<file path="src/rtl/rr_burst_sched_pkg.sv">
`default_nettype none
// ============================================================================
// Module      : rr_sched_pkg
// Description : Shared types, default parameters and helpers for the
//               round-robin burst scheduler.
// Revision    : 1.0 - initial release
// ============================================================================
package rr_sched_pkg;

  localparam int DEF_NUM_PORTS   = 4;
  localparam int DEF_MAX_BEATS   = 16;
  localparam int DEF_TIMEOUT_CYC = 64;

  typedef enum logic [0:0] {
    IDLE  = 1'b0,
    GRANT = 1'b1
  } rr_state_e;

  // Returns the position of the highest set bit; callers pass a one-hot value.
  function automatic logic [31:0] onehot_to_idx(input logic [31:0] oh);
    logic [31:0] idx;
    idx = '0;
    for (int i = 0; i < 32; i++) begin
      if (oh[i]) idx = 32'(i);
    end
    return idx;
  endfunction

endpackage
`default_nettype wire

</file>
<file path="src/rtl/rr_burst_sched_if.sv">
`default_nettype none
// ============================================================================
// Module      : rr_burst_sched_if
// Description : Request/grant/beat bundle between requesters, the shared
//               resource and the burst scheduler.
// Revision    : 1.0 - initial release
// ============================================================================
interface rr_burst_sched_if #(
  parameter int NUM_PORTS = 4,
  parameter int LW        = 4,
  parameter int IDW       = 2
);

  logic [NUM_PORTS-1:0]         req_i;
  logic [NUM_PORTS-1:0][LW-1:0] len_i;
  logic                         beat_i;
  logic [NUM_PORTS-1:0]         gnt_o;
  logic [IDW-1:0]               gnt_id_o;
  logic                         busy_o;
  logic                         last_o;
  logic                         timeout_o;

  modport master (
    output req_i, len_i, beat_i,
    input  gnt_o, gnt_id_o, busy_o, last_o, timeout_o
  );

  modport slave (
    input  req_i, len_i, beat_i,
    output gnt_o, gnt_id_o, busy_o, last_o, timeout_o
  );

endinterface
`default_nettype wire

</file>
<file path="src/rtl/rr_burst_sched_pick.sv">
`default_nettype none
// ============================================================================
// Module      : rr_pick
// Description : Combinational rotating-priority picker with an exclude mask.
// Revision    : 1.0 - initial release
// ============================================================================
module rr_pick
  import rr_sched_pkg::*;
#(
  parameter int NUM_PORTS = DEF_NUM_PORTS,
  parameter int IDW       = $clog2(NUM_PORTS)
) (
  input  wire  [NUM_PORTS-1:0] req,
  input  wire  [IDW-1:0]       ptr,
  input  wire  [NUM_PORTS-1:0] excl,
  output logic [NUM_PORTS-1:0] win_oh,
  output logic [IDW-1:0]       win_idx,
  output logic                 valid
);

  logic [NUM_PORTS-1:0] cand;
  logic [IDW-1:0]       k;

  assign cand  = req & ~excl;
  assign valid = |cand;

  // Scan from the farthest offset back to ptr so the nearest candidate wins.
  always_comb begin
    win_oh = '0;
    k      = '0;
    for (int i = NUM_PORTS - 1; i >= 0; i--) begin
      k = IDW'((int'(ptr) + i) % NUM_PORTS);
      if (cand[k]) begin
        win_oh    = '0;
        win_oh[k] = 1'b1;
      end
    end
  end

  assign win_idx = IDW'(onehot_to_idx(32'(win_oh)));

endmodule
`default_nettype wire

</file>
<file path="src/rtl/rr_burst_sched.sv">
`default_nettype none
// ============================================================================
// Module      : rr_burst_sched
// Description : Round-robin scheduler that holds a grant for a whole burst.
//               Define RR_SCHED_TIMEOUT_EN to build the stall watchdog.
// Revision    : 1.0 - initial release
// ============================================================================
module rr_burst_sched
  import rr_sched_pkg::*;
#(
  parameter int NUM_PORTS   = DEF_NUM_PORTS,
  parameter int MAX_BEATS   = DEF_MAX_BEATS,
  parameter int TIMEOUT_CYC = DEF_TIMEOUT_CYC
) (
  input wire             clk,
  input wire             reset,
  rr_burst_sched_if.slave bus
);

  localparam int             LW      = $clog2(MAX_BEATS);
  localparam int             IDW     = $clog2(NUM_PORTS);
  localparam logic [IDW-1:0] LAST_ID = IDW'(NUM_PORTS - 1);

  if (NUM_PORTS < 2 || (1 << LW) != MAX_BEATS || TIMEOUT_CYC < 1) begin : g_param_check
    $error("rr_burst_sched: illegal parameter set");
  end

  rr_state_e            state_q, state_d;
  logic [NUM_PORTS-1:0] gnt_q, gnt_d;
  logic [IDW-1:0]       gnt_id_q, gnt_id_d;
  logic [IDW-1:0]       ptr_q, ptr_d;
  logic [LW-1:0]        cnt_q, cnt_d;
  logic [LW-1:0]        len_q, len_d;

  logic [IDW-1:0]       next_ptr;
  logic [IDW-1:0]       pick_ptr;
  logic [IDW-1:0]       pick_idx;
  logic [NUM_PORTS-1:0] pick_excl;
  logic [NUM_PORTS-1:0] pick_oh;
  logic                 pick_valid;
  logic                 final_beat;
  logic                 stall_hit;

  assign next_ptr   = (gnt_id_q == LAST_ID) ? '0 : gnt_id_q + 1'b1;
  assign final_beat = (state_q == GRANT) && bus.beat_i && (cnt_q == len_q);

  // One picker serves both paths: on the final beat it looks past the
  // current winner, which is also masked out of this round.
  assign pick_ptr  = final_beat ? next_ptr : ptr_q;
  assign pick_excl = final_beat ? gnt_q : '0;

  rr_pick #(
    .NUM_PORTS (NUM_PORTS),
    .IDW       (IDW)
  ) u_pick (
    .req     (bus.req_i),
    .ptr     (pick_ptr),
    .excl    (pick_excl),
    .win_oh  (pick_oh),
    .win_idx (pick_idx),
    .valid   (pick_valid)
  );

`ifdef RR_SCHED_TIMEOUT_EN
  localparam int SW = $clog2(TIMEOUT_CYC + 1);

  logic [SW-1:0] stall_q, stall_d;
  logic          timeout_q;

  always_comb begin
    stall_d = '0;
    if (state_q == GRANT && !bus.beat_i) stall_d = stall_q + 1'b1;
  end

  assign stall_hit = (state_q == GRANT) && !bus.beat_i &&
                     (stall_q == SW'(TIMEOUT_CYC - 1));

  always_ff @(posedge clk or posedge reset) begin
    if (reset) begin
      stall_q   <= '0;
      timeout_q <= 1'b0;
    end else begin
      stall_q   <= stall_d;
      timeout_q <= stall_hit;
    end
  end

  assign bus.timeout_o = timeout_q;
`else
  assign stall_hit     = 1'b0;
  assign bus.timeout_o = 1'b0;
`endif

  always_comb begin
    state_d  = state_q;
    gnt_d    = gnt_q;
    gnt_id_d = gnt_id_q;
    ptr_d    = ptr_q;
    cnt_d    = cnt_q;
    len_d    = len_q;
    case (state_q)
      IDLE: begin
        if (pick_valid) begin
          state_d  = GRANT;
          gnt_d    = pick_oh;
          gnt_id_d = pick_idx;
          len_d    = bus.len_i[pick_idx];
          cnt_d    = '0;
        end
      end
      GRANT: begin
        if (final_beat) begin
          ptr_d = next_ptr;
          if (pick_valid) begin
            gnt_d    = pick_oh;
            gnt_id_d = pick_idx;
            len_d    = bus.len_i[pick_idx];
            cnt_d    = '0;
          end else begin
            state_d  = IDLE;
            gnt_d    = '0;
            gnt_id_d = '0;
          end
        end else if (bus.beat_i) begin
          cnt_d = cnt_q + 1'b1;
        end else if (stall_hit) begin
          ptr_d    = next_ptr;
          state_d  = IDLE;
          gnt_d    = '0;
          gnt_id_d = '0;
        end
      end
      default: state_d = IDLE;
    endcase
  end

  always_ff @(posedge clk or posedge reset) begin
    if (reset) begin
      state_q  <= IDLE;
      gnt_q    <= '0;
      gnt_id_q <= '0;
      ptr_q    <= '0;
      cnt_q    <= '0;
      len_q    <= '0;
    end else begin
      state_q  <= state_d;
      gnt_q    <= gnt_d;
      gnt_id_q <= gnt_id_d;
      ptr_q    <= ptr_d;
      cnt_q    <= cnt_d;
      len_q    <= len_d;
    end
  end

  assign bus.gnt_o    = gnt_q;
  assign bus.gnt_id_o = gnt_id_q;
  assign bus.busy_o   = (state_q == GRANT);
  assign bus.last_o   = (state_q == GRANT) && (cnt_q == len_q);

endmodule
`default_nettype wire
</file>
<file path="src/flat_wrapper.sv">
// flat-port wrapper written by rule: the top's interface ports become plain ports
module rr_burst_sched_flat import rr_sched_pkg::*;
#(
  parameter int NUM_PORTS   = DEF_NUM_PORTS,
  parameter int MAX_BEATS   = DEF_MAX_BEATS,
  parameter int TIMEOUT_CYC = DEF_TIMEOUT_CYC
)
  (clk, reset, bus_req_i, bus_len_i, bus_beat_i, bus_gnt_o, bus_gnt_id_o, bus_busy_o, bus_last_o, bus_timeout_o);
  rr_burst_sched_if #(.NUM_PORTS(NUM_PORTS)) bus_i ();
  input wire clk;
  input wire reset;
  input wire logic [$bits(bus_i.req_i)-1:0] bus_req_i;
  input wire logic [$bits(bus_i.len_i)-1:0] bus_len_i;
  input wire logic [$bits(bus_i.beat_i)-1:0] bus_beat_i;
  output wire logic [$bits(bus_i.gnt_o)-1:0] bus_gnt_o;
  output wire logic [$bits(bus_i.gnt_id_o)-1:0] bus_gnt_id_o;
  output wire logic [$bits(bus_i.busy_o)-1:0] bus_busy_o;
  output wire logic [$bits(bus_i.last_o)-1:0] bus_last_o;
  output wire logic [$bits(bus_i.timeout_o)-1:0] bus_timeout_o;
  assign bus_i.req_i = bus_req_i;
  assign bus_i.len_i = bus_len_i;
  assign bus_i.beat_i = bus_beat_i;
  assign bus_gnt_o = bus_i.gnt_o;
  assign bus_gnt_id_o = bus_i.gnt_id_o;
  assign bus_busy_o = bus_i.busy_o;
  assign bus_last_o = bus_i.last_o;
  assign bus_timeout_o = bus_i.timeout_o;
  rr_burst_sched #(.NUM_PORTS(NUM_PORTS), .MAX_BEATS(MAX_BEATS), .TIMEOUT_CYC(TIMEOUT_CYC)) u_core (.clk(clk), .reset(reset), .bus(bus_i));
endmodule
</file>
<file path="config.mk">
export PLATFORM = sky130hd
export DESIGN_NAME = rr_burst_sched_flat
export DESIGN_NICKNAME = d
export VERILOG_FILES = /design/src/rtl/rr_burst_sched_pkg.sv /design/src/rtl/rr_burst_sched_if.sv /design/src/rtl/rr_burst_sched_pick.sv /design/src/rtl/rr_burst_sched.sv /design/src/flat_wrapper.sv
export SDC_FILE = /design/constraint.sdc
export NUM_CORES = 1
export LEC_CHECK = 0
export ABC_AREA = 1
export CORE_ASPECT_RATIO = 1.5
export CORE_MARGIN = 5
export CORE_UTILIZATION = 52
export DETAILED_ROUTE_END_ITERATION = 10
export GPL_TIMING_DRIVEN = 0
export PLACE_DENSITY = 0.81
export SLEW_MARGIN = 5
export SYNTH_ARGS = -nofsm -noshare
export SYNTH_HDL_FRONTEND = slang
export SYNTH_HIERARCHICAL = 1
export SYNTH_SLANG_ARGS = --single-unit
</file>
<file path="constraint.sdc">
create_clock -name clk -period 5.2 [get_ports clk]
set_input_delay 0.78 -clock clk [delete_from_list [all_inputs] [get_ports clk]]
set_output_delay 0.78 -clock clk [all_outputs]
set_load 0.01 [all_outputs]
</file>
==> run_summary.xml <==
<?xml version="1.0" encoding="UTF-8"?>
<metrics>
  <group name="outcome">
    <metric name="run_status" unit="">completed</metric>
  </group>
  <group name="floorplanning">
    <metric name="initial_utilization" unit="%">54.1</metric>
    <metric name="coreArea" unit="um^2">2940</metric>
    <metric name="top_level_ports" unit="">32</metric>
    <metric name="die_height" unit="um">77.8</metric>
    <metric name="placement_rows" unit="">24</metric>
    <metric name="dieArea" unit="um^2">4290</metric>
    <metric name="die_w" unit="um">55.2</metric>
  </group>
  <group name="layout">
    <metric name="mostFrequentLayoutCells" unit="">sky130_fd_sc_hd__nand2_1 (51), sky130_fd_sc_hd__inv_1 (34), sky130_fd_sc_hd__clkdlybuf4s50_1 (30)</metric>
    <metric name="final_common_cell" unit="">sky130_fd_sc_hd__nand2_1</metric>
    <metric name="area_growth" unit="%">25.1</metric>
    <metric name="drive_above_1_share" unit="%">13.9</metric>
    <metric name="finalNetCount" unit="">301</metric>
    <metric name="ant_diodes" unit="">0</metric>
  </group>
  <group name="setup_path">
    <metric name="r2r_start" unit="">u_core/cnt_q[0]</metric>
    <metric name="cp-end-kind" unit="">flop</metric>
    <metric name="r2r_setup_slack" unit="ps">1170</metric>
    <metric name="reg2regPathDepth" unit="">25</metric>
    <metric name="worst_setup_path_start_kind" unit="">input port</metric>
    <metric name="regToRegEndpoint" unit="">u_core/len_q[3]</metric>
    <metric name="worst-endpoint-required" unit="ps">5390</metric>
    <metric name="crit_arrival" unit="ps">4670</metric>
    <metric name="critical_path_peak_fanout" unit="">10</metric>
    <metric name="critical_path_class" unit="">input port to flop</metric>
  </group>
  <group name="grt">
    <metric name="wire_length_of_the_first_global_routing_pass" unit="um">6490</metric>
    <metric name="grt_usage" unit="%">20.1</metric>
    <metric name="first_global_vias" unit="">1562</metric>
    <metric name="overflow" unit="">0</metric>
    <metric name="grt_start_max_net_pins" unit="">18</metric>
    <metric name="grt_antenna_before_repair" unit="">0</metric>
  </group>
  <group name="synthesis">
    <metric name="postSynthAreaPerCell" unit="um^2">6.84</metric>
    <metric name="synth_nets" unit="">266</metric>
    <metric name="synth.yosys.seq_area_share" unit="%">26.7</metric>
    <metric name="synth.distinct_cells" unit="">29</metric>
    <metric name="syn-instance-count" unit="">233</metric>
    <metric name="yosysWarnings" unit="">6</metric>
    <metric name="ys_ff_latch" unit="">17</metric>
    <metric name="netlist_area" unit="um^2">1590</metric>
  </group>
  <group name="run">
    <metric name="maxCapViolations" unit="">0</metric>
  </group>
  <group name="sta">
    <metric name="grt_setup_unrepaired" unit="">false</metric>
    <metric name="post_route_clock_skew" unit="ps">2.73</metric>
    <metric name="achievable-frequency" unit="MHz">223</metric>
    <metric name="slew-limit-headroom" unit="%">50.2</metric>
    <metric name="report.final.hold_viol_count" unit="">0</metric>
    <metric name="period_share" unit="%">86.2</metric>
    <metric name="worst-slew-pin-transition" unit="ps">742</metric>
    <metric name="postLayoutSetupSlackWorst" unit="ps">719</metric>
    <metric name="setup_viol_count_final" unit="">0</metric>
    <metric name="timing.hold.ws" unit="ps">495</metric>
    <metric name="fin_setup_tns" unit="ps">0</metric>
    <metric name="timing.final.max_slew_violations" unit="">0</metric>
    <metric name="min_period" unit="ps">4480</metric>
  </group>
  <group name="clock_tree">
    <metric name="cts.htree.levels" unit="">1</metric>
    <metric name="cts_num_sinks" unit="">17</metric>
    <metric name="cts_root_buf" unit="">sky130_fd_sc_hd__clkbuf_8</metric>
    <metric name="cts-buffers-inserted" unit="">3</metric>
    <metric name="clk_latency" unit="ps">250</metric>
    <metric name="cts_tree" unit="">done</metric>
    <metric name="cts_setup_buffers" unit="">0</metric>
    <metric name="clk_pin_slew" unit="ps">60</metric>
    <metric name="cts_buffer_depth" unit="">2</metric>
  </group>
  <group name="route">
    <metric name="vias" unit="">1573</metric>
    <metric name="vias_per_cell" unit="">5.14</metric>
    <metric name="drtPass1Iterations" unit="">4</metric>
    <metric name="post-route-drc-count" unit="">0</metric>
    <metric name="ant_nets" unit="">0</metric>
    <metric name="postRouteWirelength" unit="um">3890</metric>
    <metric name="first_iter_violations" unit="">38</metric>
    <metric name="drt-wirelength-per-cell" unit="um">12.7</metric>
  </group>
  <group name="power_and_ir_drop">
    <metric name="seqPwrFrac" unit="%">15.6</metric>
    <metric name="peakVddDrop" unit="mV">0.651</metric>
    <metric name="power.share.combinational" unit="%">78.2</metric>
    <metric name="power_frac_clock" unit="%">6.2</metric>
    <metric name="power_density_of_the_placed_cells" unit="nW/um^2">782</metric>
    <metric name="report.power.total" unit="mW">1.56</metric>
    <metric name="switching_share_of_power" unit="%">54.9</metric>
    <metric name="netSwitchingPower" unit="mW">0.856</metric>
    <metric name="leakagePower" unit="nW">1.02</metric>
    <metric name="int_pwr" unit="mW">0.702</metric>
  </group>
  <group name="placed_design">
    <metric name="dp_hpwl" unit="um">3220</metric>
    <metric name="place_ws" unit="ps">52.8</metric>
    <metric name="port_buffers" unit="">30</metric>
    <metric name="gpl.final_weighted_congestion" unit="">0.870</metric>
  </group>
  <group name="min_path">
    <metric name="holdCritStartpoint" unit="">u_core/ptr_q[1]</metric>
    <metric name="whs_path_depth" unit="">2</metric>
    <metric name="class_of_the_worst_hold_path" unit="">flop to flop</metric>
    <metric name="min_to" unit="">u_core/ptr_q[1]</metric>
  </group>
</metrics>
[through the flow]
stage          cell area, um^2  cells  util [%]
2_1_floorplan             1590    233         -
3_3_place_gp              1940    302      66.0
3_5_place_dp              1940    302      66.0
4_1_cts                   1990    306      67.5
5_1_grt                   1990    306      67.7
6_report                  1990    306      67.7
[layout make-up]
type,instances,area [um^2]
tap,39,48.8
clock buffer,4,45.0
multi-input combinational,173,998
buffer,5,31.3
inverter,38,143
timing repair buffer,30,300
sequential,17,425
fill,288,951
[sequential cells by signal (all words and copies together) (netlist names)]
name,flops
u_core/bus.busy_o,1
u_core/bus.gnt_id_o,2
u_core/len_q,4
u_core/bus.gnt_o,4
u_core/ptr_q,2
u_core/cnt_q,4
[Yosys cell counts, drive strengths merged]
| cell | instances | area [um^2] |
|---|---|---|
| a211o | 1 | 8.76 |
| a21oi | 6 | 45.1 |
| buf | 3 | 23.8 |
| clkbuf | 2 | 7.51 |
| conb | 1 | 3.75 |
| dfrtp | 17 | 425 |
| ha | 10 | 125 |
| inv | 38 | 143 |
| nand2 | 61 | 264 |
| nand3 | 41 | 280 |
| nand3b | 1 | 7.51 |
| nor2 | 30 | 123 |
| o211ai | 1 | 7.51 |
| o21ai | 14 | 70.1 |
| o31ai | 2 | 15.0 |
| o32ai | 4 | 35.0 |
| xor2 | 1 | 8.76 |
[metal layers]
| layer | global-route usage, % | part of all wire (%) |
|---|---|---|
| met2 | 39.0 | 59 |
| met5 | 0 | 0 |
| met1 | 20.3 | 37 |
| met3 | 1.72 | 2.1 |
| met4 | 8.03 | 2.2 |
[kinds of logic after synthesis]
| kind of cell | synth area share [%] |
|---|---|
| compound gates | 11.4 |
| xor+xnor | 0.550 |
| fa+ha+maj | 7.86 |
| buf+inv | 10.9 |
| flops | 26.7 |
| other cells | 0.235 |
| simple gates | 42.3 |
[power by group through the flow]
stage          registers (mW)  clock network [mW]  logic (mW)
2_1_floorplan           0.242                   0       0.939
3_3_place_gp            0.244                   0        1.19
3_5_place_dp            0.244                   0        1.22
4_1_cts                 0.242              0.0987        1.23
5_1_grt                 0.253               0.106        1.37
6_report                0.243              0.0962        1.22
[critical path: stages]
cell	delay [ps]
sky130_fd_sc_hd__clkdlybuf4s50_1	470
sky130_fd_sc_hd__nand2_1	90
sky130_fd_sc_hd__inv_2	130
sky130_fd_sc_hd__nand3_4	130
sky130_fd_sc_hd__buf_6	170
sky130_fd_sc_hd__o31ai_2	610
sky130_fd_sc_hd__inv_2	250
sky130_fd_sc_hd__ha_1	400
sky130_fd_sc_hd__inv_1	130
sky130_fd_sc_hd__nand3_4	110
sky130_fd_sc_hd__nand2_4	120
sky130_fd_sc_hd__nand2_1	60
sky130_fd_sc_hd__inv_1	50
sky130_fd_sc_hd__nand2_1	50
sky130_fd_sc_hd__nand2_1	70
sky130_fd_sc_hd__nand2_2	60
sky130_fd_sc_hd__nand2_1	60
sky130_fd_sc_hd__nand2_1	40
sky130_fd_sc_hd__buf_2	170
sky130_fd_sc_hd__inv_1	200
sky130_fd_sc_hd__nor2_1	60
sky130_fd_sc_hd__o32ai_1	260
sky130_fd_sc_hd__nand3_1	120
sky130_fd_sc_hd__nand2_1	80
[how the worst max path moves through the flow]
stage	from	to	slack, ps	depth (start not counted)
6_report	bus_beat_i	u_core/len_q[3]	720	24
5_1_grt	bus_beat_i	u_core/len_q[3]	400	21
4_1_cts	bus_beat_i	u_core/len_q[3]	300	24
3_5_place_dp	bus_beat_i	u_core/len_q[3]	50	24
3_3_place_gp	bus_beat_i	u_core/len_q[3]	170	24
2_1_floorplan	bus_beat_i	u_core/len_q[0]	1280	23
[what timing repair did]
item / CTS / global route
resized for setup: 0 / 1
endpoints found under the setup margin: 0 / 4
hold buffers: 0 / 0
Power figures use the tool's default switching activity.
